### src/rtl/pico_job_sequencer_if.sv
// rtl/pico_job_sequencer_if.sv - request, core handshake and result signals of pico_job_sequencer
interface pico_job_sequencer_if;
  logic        req;
  logic        req_ready;
  logic        start_pico;
  logic        pico_done;
  logic [7:0]  pico_data;
  logic [7:0]  result_data;
  logic        result_valid;
  logic        result_ready;
  logic        timeout_err;
  logic [15:0] job_count;
  logic        busy;

  modport master (
    input  req,
    output req_ready,
    output start_pico,
    input  pico_done,
    input  pico_data,
    output result_data,
    output result_valid,
    input  result_ready,
    output timeout_err,
    output job_count,
    output busy
  );

  modport slave (
    output req,
    input  req_ready,
    input  start_pico,
    output pico_done,
    output pico_data,
    input  result_data,
    input  result_valid,
    output result_ready,
    input  timeout_err,
    input  job_count,
    input  busy
  );
endinterface

### src/rtl/pico_job_sequencer.sv
// rtl/pico_job_sequencer.sv - PicoBlaze job sequencer: four-phase start/done handshake,
// per-wait timeout and a result FIFO with a registered head.
module pico_job_sequencer #(
  parameter int TIMEOUT_CYCLES = 1024,
  parameter int FIFO_DEPTH     = 4
) (
  input  logic                 clk,
  input  logic                 reset,
  pico_job_sequencer_if.master bus
);

  localparam int              PW       = $clog2(FIFO_DEPTH);
  localparam int              CW       = PW + 1;
  localparam logic [15:0]     TMO_LAST = 16'(TIMEOUT_CYCLES - 1);
  localparam logic [CW-1:0]   DEPTH_C  = CW'(FIFO_DEPTH);

  typedef enum logic [1:0] {
    S_IDLE         = 2'd0,
    S_WAIT_DONE    = 2'd1,
    S_WAIT_RELEASE = 2'd2
  } state_t;

  state_t        r_state;
  state_t        w_next_state;

  logic [15:0]   r_tmo_cnt;
  logic [15:0]   r_job_count;
  logic          r_timeout_err;
  logic [7:0]    r_mem [FIFO_DEPTH];
  logic [PW-1:0] r_wr_ptr;
  logic [PW-1:0] r_rd_ptr;
  logic [CW-1:0] r_count;
  logic [7:0]    r_result_data;

  logic          w_req_ready;
  logic          w_start_pico;
  logic          w_busy;
  logic          w_accept;
  logic          w_tmo_hit;
  logic          w_push;
  logic          w_pop;
  logic          w_abort;
  logic [PW-1:0] w_rd_ptr_inc;

  assign w_tmo_hit    = (r_tmo_cnt == TMO_LAST);
  assign w_accept     = bus.req && w_req_ready;
  assign w_push       = (r_state == S_WAIT_DONE) && bus.pico_done;
  assign w_pop        = (r_count != '0) && bus.result_ready;
  assign w_abort      = w_tmo_hit && (((r_state == S_WAIT_DONE) && !bus.pico_done) ||
                                      ((r_state == S_WAIT_RELEASE) && bus.pico_done));
  assign w_rd_ptr_inc = r_rd_ptr + PW'(1);

  always_ff @(posedge clk or posedge reset) begin
    if (reset) r_state <= S_IDLE;
    else       r_state <= w_next_state;
  end

  always_comb begin
    w_next_state = r_state;
    case (r_state)
      S_IDLE: begin
        if (w_accept) w_next_state = S_WAIT_DONE;
      end
      S_WAIT_DONE: begin
        if (bus.pico_done)  w_next_state = S_WAIT_RELEASE;
        else if (w_tmo_hit) w_next_state = S_IDLE;
      end
      S_WAIT_RELEASE: begin
        if (!bus.pico_done || w_tmo_hit) w_next_state = S_IDLE;
      end
      default: w_next_state = S_IDLE;
    endcase
  end

  // start_pico follows the state register, so an async reset drops it at once
  always_comb begin
    w_req_ready  = 1'b0;
    w_start_pico = 1'b0;
    w_busy       = 1'b0;
    case (r_state)
      S_IDLE:         w_req_ready = (r_count < DEPTH_C) && !bus.pico_done;
      S_WAIT_DONE: begin
        w_start_pico = 1'b1;
        w_busy       = 1'b1;
      end
      S_WAIT_RELEASE: w_busy = 1'b1;
      default:        w_busy = 1'b0;
    endcase
  end

  always_ff @(posedge clk or posedge reset) begin
    if (reset) begin
      r_tmo_cnt     <= '0;
      r_job_count   <= '0;
      r_timeout_err <= 1'b0;
    end else begin
      if (r_state == S_IDLE || w_push) r_tmo_cnt <= '0;
      else                             r_tmo_cnt <= r_tmo_cnt + 16'd1;
      if (w_push) r_job_count <= r_job_count + 16'd1;
      r_timeout_err <= w_abort;
    end
  end

  always_ff @(posedge clk) begin
    if (w_push) r_mem[r_wr_ptr] <= bus.pico_data;
  end

  // Head register: holds the last head when empty, bypasses the pushed byte when
  // the FIFO is (or is about to become) otherwise empty.
  always_ff @(posedge clk or posedge reset) begin
    if (reset) begin
      r_wr_ptr      <= '0;
      r_rd_ptr      <= '0;
      r_count       <= '0;
      r_result_data <= '0;
    end else begin
      if (w_push) r_wr_ptr <= r_wr_ptr + PW'(1);
      if (w_pop)  r_rd_ptr <= w_rd_ptr_inc;
      if (w_push && !w_pop)      r_count <= r_count + CW'(1);
      else if (!w_push && w_pop) r_count <= r_count - CW'(1);
      if (w_pop && (r_count > CW'(1)))
        r_result_data <= r_mem[w_rd_ptr_inc];
      else if (w_push && ((r_count == '0) || w_pop))
        r_result_data <= bus.pico_data;
    end
  end

  assign bus.req_ready    = w_req_ready;
  assign bus.start_pico   = w_start_pico;
  assign bus.busy         = w_busy;
  assign bus.result_data  = r_result_data;
  assign bus.result_valid = (r_count != '0);
  assign bus.timeout_err  = r_timeout_err;
  assign bus.job_count    = r_job_count;

endmodule

### src/flat_wrapper.sv
// flat-port wrapper written by rule: the top's interface ports become plain ports
module pico_job_sequencer_flat 
#(
  parameter int TIMEOUT_CYCLES = 1024,
  parameter int FIFO_DEPTH     = 4
)
  (clk, reset, bus_req, bus_req_ready, bus_start_pico, bus_pico_done, bus_pico_data, bus_result_data, bus_result_valid, bus_result_ready, bus_timeout_err, bus_job_count, bus_busy);
  pico_job_sequencer_if bus_i ();
  input  logic clk;
  input  logic reset;
  input wire logic [$bits(bus_i.req)-1:0] bus_req;
  output wire logic [$bits(bus_i.req_ready)-1:0] bus_req_ready;
  output wire logic [$bits(bus_i.start_pico)-1:0] bus_start_pico;
  input wire logic [$bits(bus_i.pico_done)-1:0] bus_pico_done;
  input wire logic [$bits(bus_i.pico_data)-1:0] bus_pico_data;
  output wire logic [$bits(bus_i.result_data)-1:0] bus_result_data;
  output wire logic [$bits(bus_i.result_valid)-1:0] bus_result_valid;
  input wire logic [$bits(bus_i.result_ready)-1:0] bus_result_ready;
  output wire logic [$bits(bus_i.timeout_err)-1:0] bus_timeout_err;
  output wire logic [$bits(bus_i.job_count)-1:0] bus_job_count;
  output wire logic [$bits(bus_i.busy)-1:0] bus_busy;
  assign bus_i.req = bus_req;
  assign bus_req_ready = bus_i.req_ready;
  assign bus_start_pico = bus_i.start_pico;
  assign bus_i.pico_done = bus_pico_done;
  assign bus_i.pico_data = bus_pico_data;
  assign bus_result_data = bus_i.result_data;
  assign bus_result_valid = bus_i.result_valid;
  assign bus_i.result_ready = bus_result_ready;
  assign bus_timeout_err = bus_i.timeout_err;
  assign bus_job_count = bus_i.job_count;
  assign bus_busy = bus_i.busy;
  pico_job_sequencer #(.TIMEOUT_CYCLES(TIMEOUT_CYCLES), .FIFO_DEPTH(FIFO_DEPTH)) u_core (.clk(clk), .reset(reset), .bus(bus_i));
endmodule
### config.mk
export PLATFORM = sky130hd
export DESIGN_NAME = pico_job_sequencer_flat
export DESIGN_NICKNAME = d
export VERILOG_FILES = /design/src/rtl/pico_job_sequencer_if.sv /design/src/rtl/pico_job_sequencer.sv /design/src/flat_wrapper.sv
export SDC_FILE = /design/constraint.sdc
export NUM_CORES = 1
export LEC_CHECK = 0
export CORE_ASPECT_RATIO = 0.9
export CORE_MARGIN = 2
export CORE_UTILIZATION = 42
export DETAILED_ROUTE_END_ITERATION = 12
export GPL_TIMING_DRIVEN = 0
export PLACE_DENSITY = 0.59
export SYNTH_ARGS = -nofsm -noshare
export SYNTH_HDL_FRONTEND = slang
export SYNTH_SLANG_ARGS = --single-unit
### constraint.sdc
create_clock -name clk -period 2.5 [get_ports clk]
set_clock_uncertainty 0.1 [all_clocks]
set_input_delay 0.625 -clock clk [delete_from_list [all_inputs] [get_ports clk]]
set_output_delay 0.625 -clock clk [all_outputs]
set_load 0.01 [all_outputs]
==> results of run 1 <==
-- how the worst max path moves through the flow --
stage	from	end	slack [ns]	cells after the start
final	u_core.r_state[0]	bus_req_ready	0.1	4
after global routing	u_core.r_state[0]	bus_req_ready	0.02	4
after CTS	u_core.r_state[0]	bus_req_ready	0.02	4
after detailed placement	bus_result_ready	u_core.bus.result_data[7]	0.1	4
after global placement	reset	u_core.bus.job_count[10]	-0.59	2
after floorplan	reset	u_core.bus.job_count[0]	0.57	1
-- worst reg2reg max path, stage by stage, from the launching register on --
cell,delay [ns]
dfrtp_1,0.38
inv_1,0.10
ha_1,0.21
nor2b_4,0.14
o21ai_4,0.32
mux2_1,0.36
mux2_2,0.26
-- metal layers --
layer / vias to the layer above / track usage / wire length [um]
li1: 1077 / - / -
met2: 35 / 0.234 / 3070
met4: 0 / 0.0559 / 116
met1: 1079 / 0.196 / 3170
met3: 9 / 0.0471 / 234
met5: - / 0 / 0
-- registers in the layout, indices dropped and copies added (netlist names) --
signal,cells
u_core.bus.result_data,8
u_core.bus.timeout_err,1
u_core.r_count,3
u_core.r_state,2
u_core.bus.job_count,16
u_core.r_mem,32
u_core.r_wr_ptr,2
u_core.r_rd_ptr,2
u_core.r_tmo_cnt,16
-- Yosys cell counts (2+ instances only) --
cell	n	area share
nand2_1	11	0.011
o21ai_0	3	0.0040
xor2_1	12	0.028
a21oi_1	3	0.0040
ha_1	14	0.047
mux2i_1	2	0.0054
mux4_2	8	0.048
nand4_1	12	0.020
and3_1	6	0.010
buf_2	2	0.0027
edfxtp_1	32	0.26
nor2_1	22	0.022
nand3_1	9	0.012
mux2_2	9	0.027
mux2_1	8	0.024
buf_6	2	0.0060
nor4_1	2	0.0033
clkbuf_1	2	0.0020
nor3_1	2	0.0027
xnor2_1	21	0.049
inv_1	11	0.011
dfrtp_1	50	0.33
and4_1	5	0.012
-- power groups by stage --
stage | Combinational (mW) | Clock [mW] | Sequential [mW]
after floorplan | 0.991 | 0 | 1.87
after global routing | 1.75 | 1.16 | 1.87
after global placement | 1.52 | 0 | 1.85
after detailed placement | 1.55 | 0 | 1.86
final | 1.57 | 1.07 | 1.83
after CTS | 1.60 | 1.11 | 1.83
-- cell type report --
cell class / instances / area [um^2] / area share
Buffer: 7 / 47.5 / 0.0104
Multi-Input combinational cell: 167 / 1440 / 0.316
Clock inverter: 7 / 100 / 0.0220
Tap cell: 119 / 149 / 0.0327
Timing Repair Buffer: 42 / 427 / 0.0936
Clock buffer: 9 / 124 / 0.0272
Sequential cell: 82 / 2210 / 0.485
Inverter: 12 / 57.6 / 0.0126
-- per-stage QoR --
step / setup TNS (ns) / setup WS [ns] / power (mW) / utilization
global route: 0 / 0.0154 / 4.78 / 0.530
detailed placement: 0 / 0.0956 / 3.42 / 0.501
floorplan: 0 / 0.574 / 2.87 / -
global placement: -29.29 / -0.591 / 3.37 / 0.498
CTS: 0 / 0.0238 / 4.54 / 0.529
finish: 0 / 0.0965 / 4.48 / 0.530
-- logic make-up after synthesis --
kind of cell    share of synthesized area
compound gates                     0.0291
xor+xnor                           0.0773
fa+ha+maj                          0.0468
buf+inv                            0.0281
flops                               0.592
mux                                 0.109
simple gates                        0.118
-- what timing repair did --
| item | 4_1_cts | 5_1_grt |
|---|---|---|
| endpoints found under the setup margin | 2 | 1 |
| hold endpoints to repair | 0 | 0 |
| buffers inserted | 1 | 0 |
| resized for setup | 4 | 3 |
| hold buffers | 0 | 0 |
==> results.toml, run 1 <==
[placed_design]
gp_congestion = 0.759
portBuffers = 40
dp_hpwl_mm = 4.51
dpl_cell_area_um2 = 4310
dp.cells = 428

[timing]
setup_violations = 0
max_clock_freq_mhz = 416
rsz0062_at_grt = "false"
holdWs_ns = 0.370
fin_crit_sh = 0.961
hold_violations = 0
period_minus_slack_ns = 2.40
tightestPinTransition_ns = 0.629
slew_viol_final = 0
max_slew_margin = 0.581

[outcome]
status = "complete, no violations"

[clock_tree]
cts_tree = "done"
clkSinkCount = 82
cts_made_buffers = 9
ctsHtreeMaxLevel = 3
clkTransAtPathRegs_ns = 0.09
clkLatencyLatePin_ns = 0.35
cts_root_buf = "clkbuf_8"
cts_buffer_depth = 2

[critical_path]
slowest_delay_ns = 0.53
critPathKind = "flop to output port"
reg2reg_slack_ns = 0.53
crit_arrival_ns = 1.68
crit_family = "buffers and inverters"
timing.rr.end = "u_core.bus.result_data[6]"
rr_startpoint = "u_core.r_count[1]"
startpoint_type = "flop"
crit_path_cell_trace = "inv_2, ha_4, and2_1, clkdlybuf4s50_1"
critPathRequiredTime_ns = 1.77
crit_buf_inv = 2
cp-end-kind = "output port"
rr_worst_depth = 6
critPathMaxFanout = 6
slowest_stage = "clkdlybuf4s50_1"

[power]
power_frac_seq = 0.409
ir_drop_mv = 0.384
switchingPower_mw = 1.41
internal_power_mw = 3.07
leakagePower_nw = 1.81
p_per_area_nw_per_um2 = 982
clkPwrFrac = 0.240
swShare = 0.315
power_frac_comb = 0.351

[detailed_routing]
dr.first_iter.drc_count = 77
drc = 0
drt_pass1_iterations = 4
ant_nets = 0
routed_via_density = 4.94
num_vias = 2200
wl_per_cell_um = 14.8
routed_wirelength_mm = 6.58

[finish]
final_area_um2 = 4560
drive_above_1_share = 0.169
antenna_cells = 0
mostFrequentLayoutCell = "dfrtp_1"
fin_nets = 348
stdcell_count = 445
fill_cells = 741
synthToLayoutAreaGrowth_pct = 21.9
mostFrequentLayoutCells = "dfrtp_1 (50), clkdlybuf4s50_1 (39), edfxtp_1 (32)"

[global_routing]
grtUsageTotal = 0.150
antenna_found_initial = 0
grt_pass1_wl_mm = 10.8
grt_pass1_vias = 2169
grt_overflow = 0
grt_max_degree = 36

[synth]
synth_area_per_cell_um2 = 14.0
netlist_area_um2 = 3740
ys_warn_count = 0
synthArstFlopShare = 0.610
synth_edf_count = 32
ys_types = 43
syn-num-nets = 295
postSynthCellCount = 268
synth-seq-cells = 82
ys.flop_type = "dfrtp_1"
seq_area_frac_synth = 0.592

[min_path]
holdPathStages = 1
hold_end = "u_core.bus.job_count[15]"
hold_path.class = "flop to flop"
hold_path_startpoint = "u_core.bus.job_count[15]"

[floorplan]
dieWidth_um = 103
io_pins = 42
coreArea_um2 = 8610
chipHeight_um = 93.5
die_area_um2 = 9680
core.rowCount = 32
start_util = 0.434

[job]
cap_violations = 0
Note: power is estimated with default switching activity, not from simulation.
==> run 2: changes to the inputs <==
--- a/config.mk
+++ b/config.mk
@@ -6,11 +6,10 @@
 export NUM_CORES = 1
 export LEC_CHECK = 0
 export CORE_ASPECT_RATIO = 0.9
-export CORE_MARGIN = 2
 export CORE_UTILIZATION = 42
 export DETAILED_ROUTE_END_ITERATION = 12
 export GPL_TIMING_DRIVEN = 0
-export PLACE_DENSITY = 0.59
+export PLACE_DENSITY = 0.62
 export SYNTH_ARGS = -nofsm -noshare
 export SYNTH_HDL_FRONTEND = slang
 export SYNTH_SLANG_ARGS = --single-unit
==> constraint.sdc (replaced) <==
create_clock -name clk -period 2.1 [get_ports clk]
set_clock_uncertainty 0.1 [all_clocks]
set_input_delay 0.525 -clock clk [delete_from_list [all_inputs] [get_ports clk]]
set_output_delay 0.525 -clock clk [all_outputs]
set_load 0.01 [all_outputs]
==> run 2 against run 1 <==
Register-to-register slack worse by 0.38 ns. Core utilization is 0.13 points higher. Global-route usage is 0.60 points higher. Final area is 0.25% higher. Count of clock-buffer cells in the layout stayed put. Highest routed layer unchanged.
==> results.toml, run 2 (synthesis gave the netlist of run 1 again) <==
[finish]
seqCellArea_um2 = 2210
mostFrequentLayoutCell = "dfrtp_1"
multi_input_area_um2 = 1450
fill_cells = 737
top_register = "u_core.r_mem"
antenna_cells = 0
stdcell_count = 447
fin_nets = 350
largest_register_ffs = 32
synthToLayoutAreaGrowth_pct = 22.2
mostFrequentLayoutCells = "dfrtp_1 (50), clkdlybuf4s50_1 (36), edfxtp_1 (32)"
drive_above_1_share = 0.189

[floorplan]
coreArea_um2 = 8610
core.rowCount = 32
dieWidth_um = 101
io_pins = 42
die_area_um2 = 9290
chipHeight_um = 91.5
start_util = 0.434

[clock_tree]
cts_root_buf = "clkbuf_8"
cts_tree = "done"
cts_made_buffers = 9
clkLatencyLatePin_ns = 0.34
postCtsHoldBufs = 0
cts_buffer_depth = 2
ctsHtreeMaxLevel = 3
clkSinkCount = 82
clkTransAtPathRegs_ns = 0.09

[critical_path]
startpoint_type = "flop"
slowest_delay_ns = 0.41
crit_path_cell_trace = "inv_2, ha_4, and2_1, clkdlybuf4s15_1"
reg2reg_slack_ns = 0.15
cp-end-kind = "output port"
slowest_stage = "dfrtp_1"
crit_arrival_ns = 1.40
critPathMaxFanout = 6
critPathRequiredTime_ns = 1.47
critPathKind = "flop to output port"

[global_routing]
grt_pass1_wl_mm = 10.6
grt_pass1_vias = 2129
grt_overflow = 0
antenna_found_initial = 0
grt_max_degree = 40
grtUsageTotal = 0.156

[outcome]
status = "complete, no violations"

[detailed_routing]
wl_per_cell_um = 14.4
drc = 0
drt_pass1_iterations = 4
dr.first_iter.drc_count = 54
routed_via_density = 4.94
routed_wirelength_mm = 6.42
num_vias = 2206
ant_nets = 0

[placed_design]
place_ws_ns = -0.231
gp_congestion = 0.763
portBuffers = 40
dp.cells = 428
dp_hpwl_mm = 4.32

[timing]
setup_tns_ns = 0
max_slew_margin = 0.585
tightestPinTransition_ns = 0.623
fin_ws_ns = 0.0778
hold_violations = 0
slew_viol_final = 0
rsz0062_at_grt = "false"
fin_crit_sh = 0.963
period_minus_slack_ns = 2.02
setup_violations = 0
max_clock_freq_mhz = 495

[job]
cap_violations = 0

[power]
ir_drop_mv = 0.447
p_per_area_nw_per_um2 = 1160
power_frac_comb = 0.351
swShare = 0.313
power_frac_seq = 0.410
clkPwrFrac = 0.239
leakagePower_nw = 1.82
internal_power_mw = 3.64
switchingPower_mw = 1.66

[min_path]
hold_path.class = "primary input to asynchronous set/reset pin"
==> run 2: changes by cell type in the layout (fill, tap and decap cells not counted) <==
cell,change
ha_2,+1
dlygate4sd2_1,+1
clkinv_4,-1
ha_1,-1
buf_4,+2
clkdlybuf4s50_1,-3
clkbuf_2,+1
inv_2,+3
clkdlybuf4s15_1,+1
inv_6,+1
inv_1,-3
==> run 2: worst max-delay path: cells and delay by family, from the launching register on <==
family | cells | cell delay [ns]
flops | 1 | 0.41
simple gates | 1 | 0.14
fa+ha+maj | 1 | 0.17
buf+inv | 2 | 0.34
==> run 2: cell type report <==
type                       count  area share
buffer                         7      0.0104
clock buffer                   9      0.0271
clock inverter                 7      0.0219
inverter                      12      0.0126
multi-input combinational    167       0.316
sequential                    82       0.484
tap                          119      0.0326
timing repair buffer          44      0.0953
==> run 2: metal layers <==
metal  global-route usage  vias to the layer above  wire, um
met5                    0                        -         0
met4               0.0531                        0        77
met3               0.0493                        8       267
met2                0.244                       37      3020
met1                0.204                     1083      3050
li1                     -                     1078         -
==> run 2: path summary, 6_finish.rpt <==
path                                               start                   endpoint  cells after the start
min in group clk                u_core.bus.job_count[15]   u_core.bus.job_count[15]                      1
worst min register to register  u_core.bus.job_count[15]   u_core.bus.job_count[15]                      1
worst max register to register         u_core.r_state[0]  u_core.bus.result_data[6]                      7
max in group asynchronous                          reset         u_core.r_wr_ptr[0]                      3
worst max-delay path                   u_core.r_state[0]              bus_req_ready                      4
worst min-delay path                               reset  u_core.bus.result_data[7]                      2
==> run 2: stage by stage <==
stage / utilization / power [mW] / instance area (um^2) / hold WS [ns]
floorplan: - / 3.41 / 3740 / 0.355
global placement: 0.498 / 4.00 / 4290 / 0.359
detailed placement: 0.501 / 4.05 / 4310 / 0.366
CTS: 0.530 / 5.36 / 4560 / 0.350
global route: 0.531 / 5.65 / 4570 / 0.350
finish: 0.531 / 5.30 / 4570 / 0.346
==> run 2: power by group through the flow <==
stage	clock (mW)	combinational, mW	sequential (mW)
floorplan	0	1.18	2.23
global placement	0	1.80	2.20
detailed placement	0	1.84	2.21
CTS	1.31	1.88	2.17
global route	1.37	2.07	2.21
finish	1.27	1.86	2.18
==> run 2: repair_timing <==
action	CTS	global route
endpoints found under the setup margin	4	2
resized for setup	11	6
pin swaps	0	0
buffers inserted	2	1
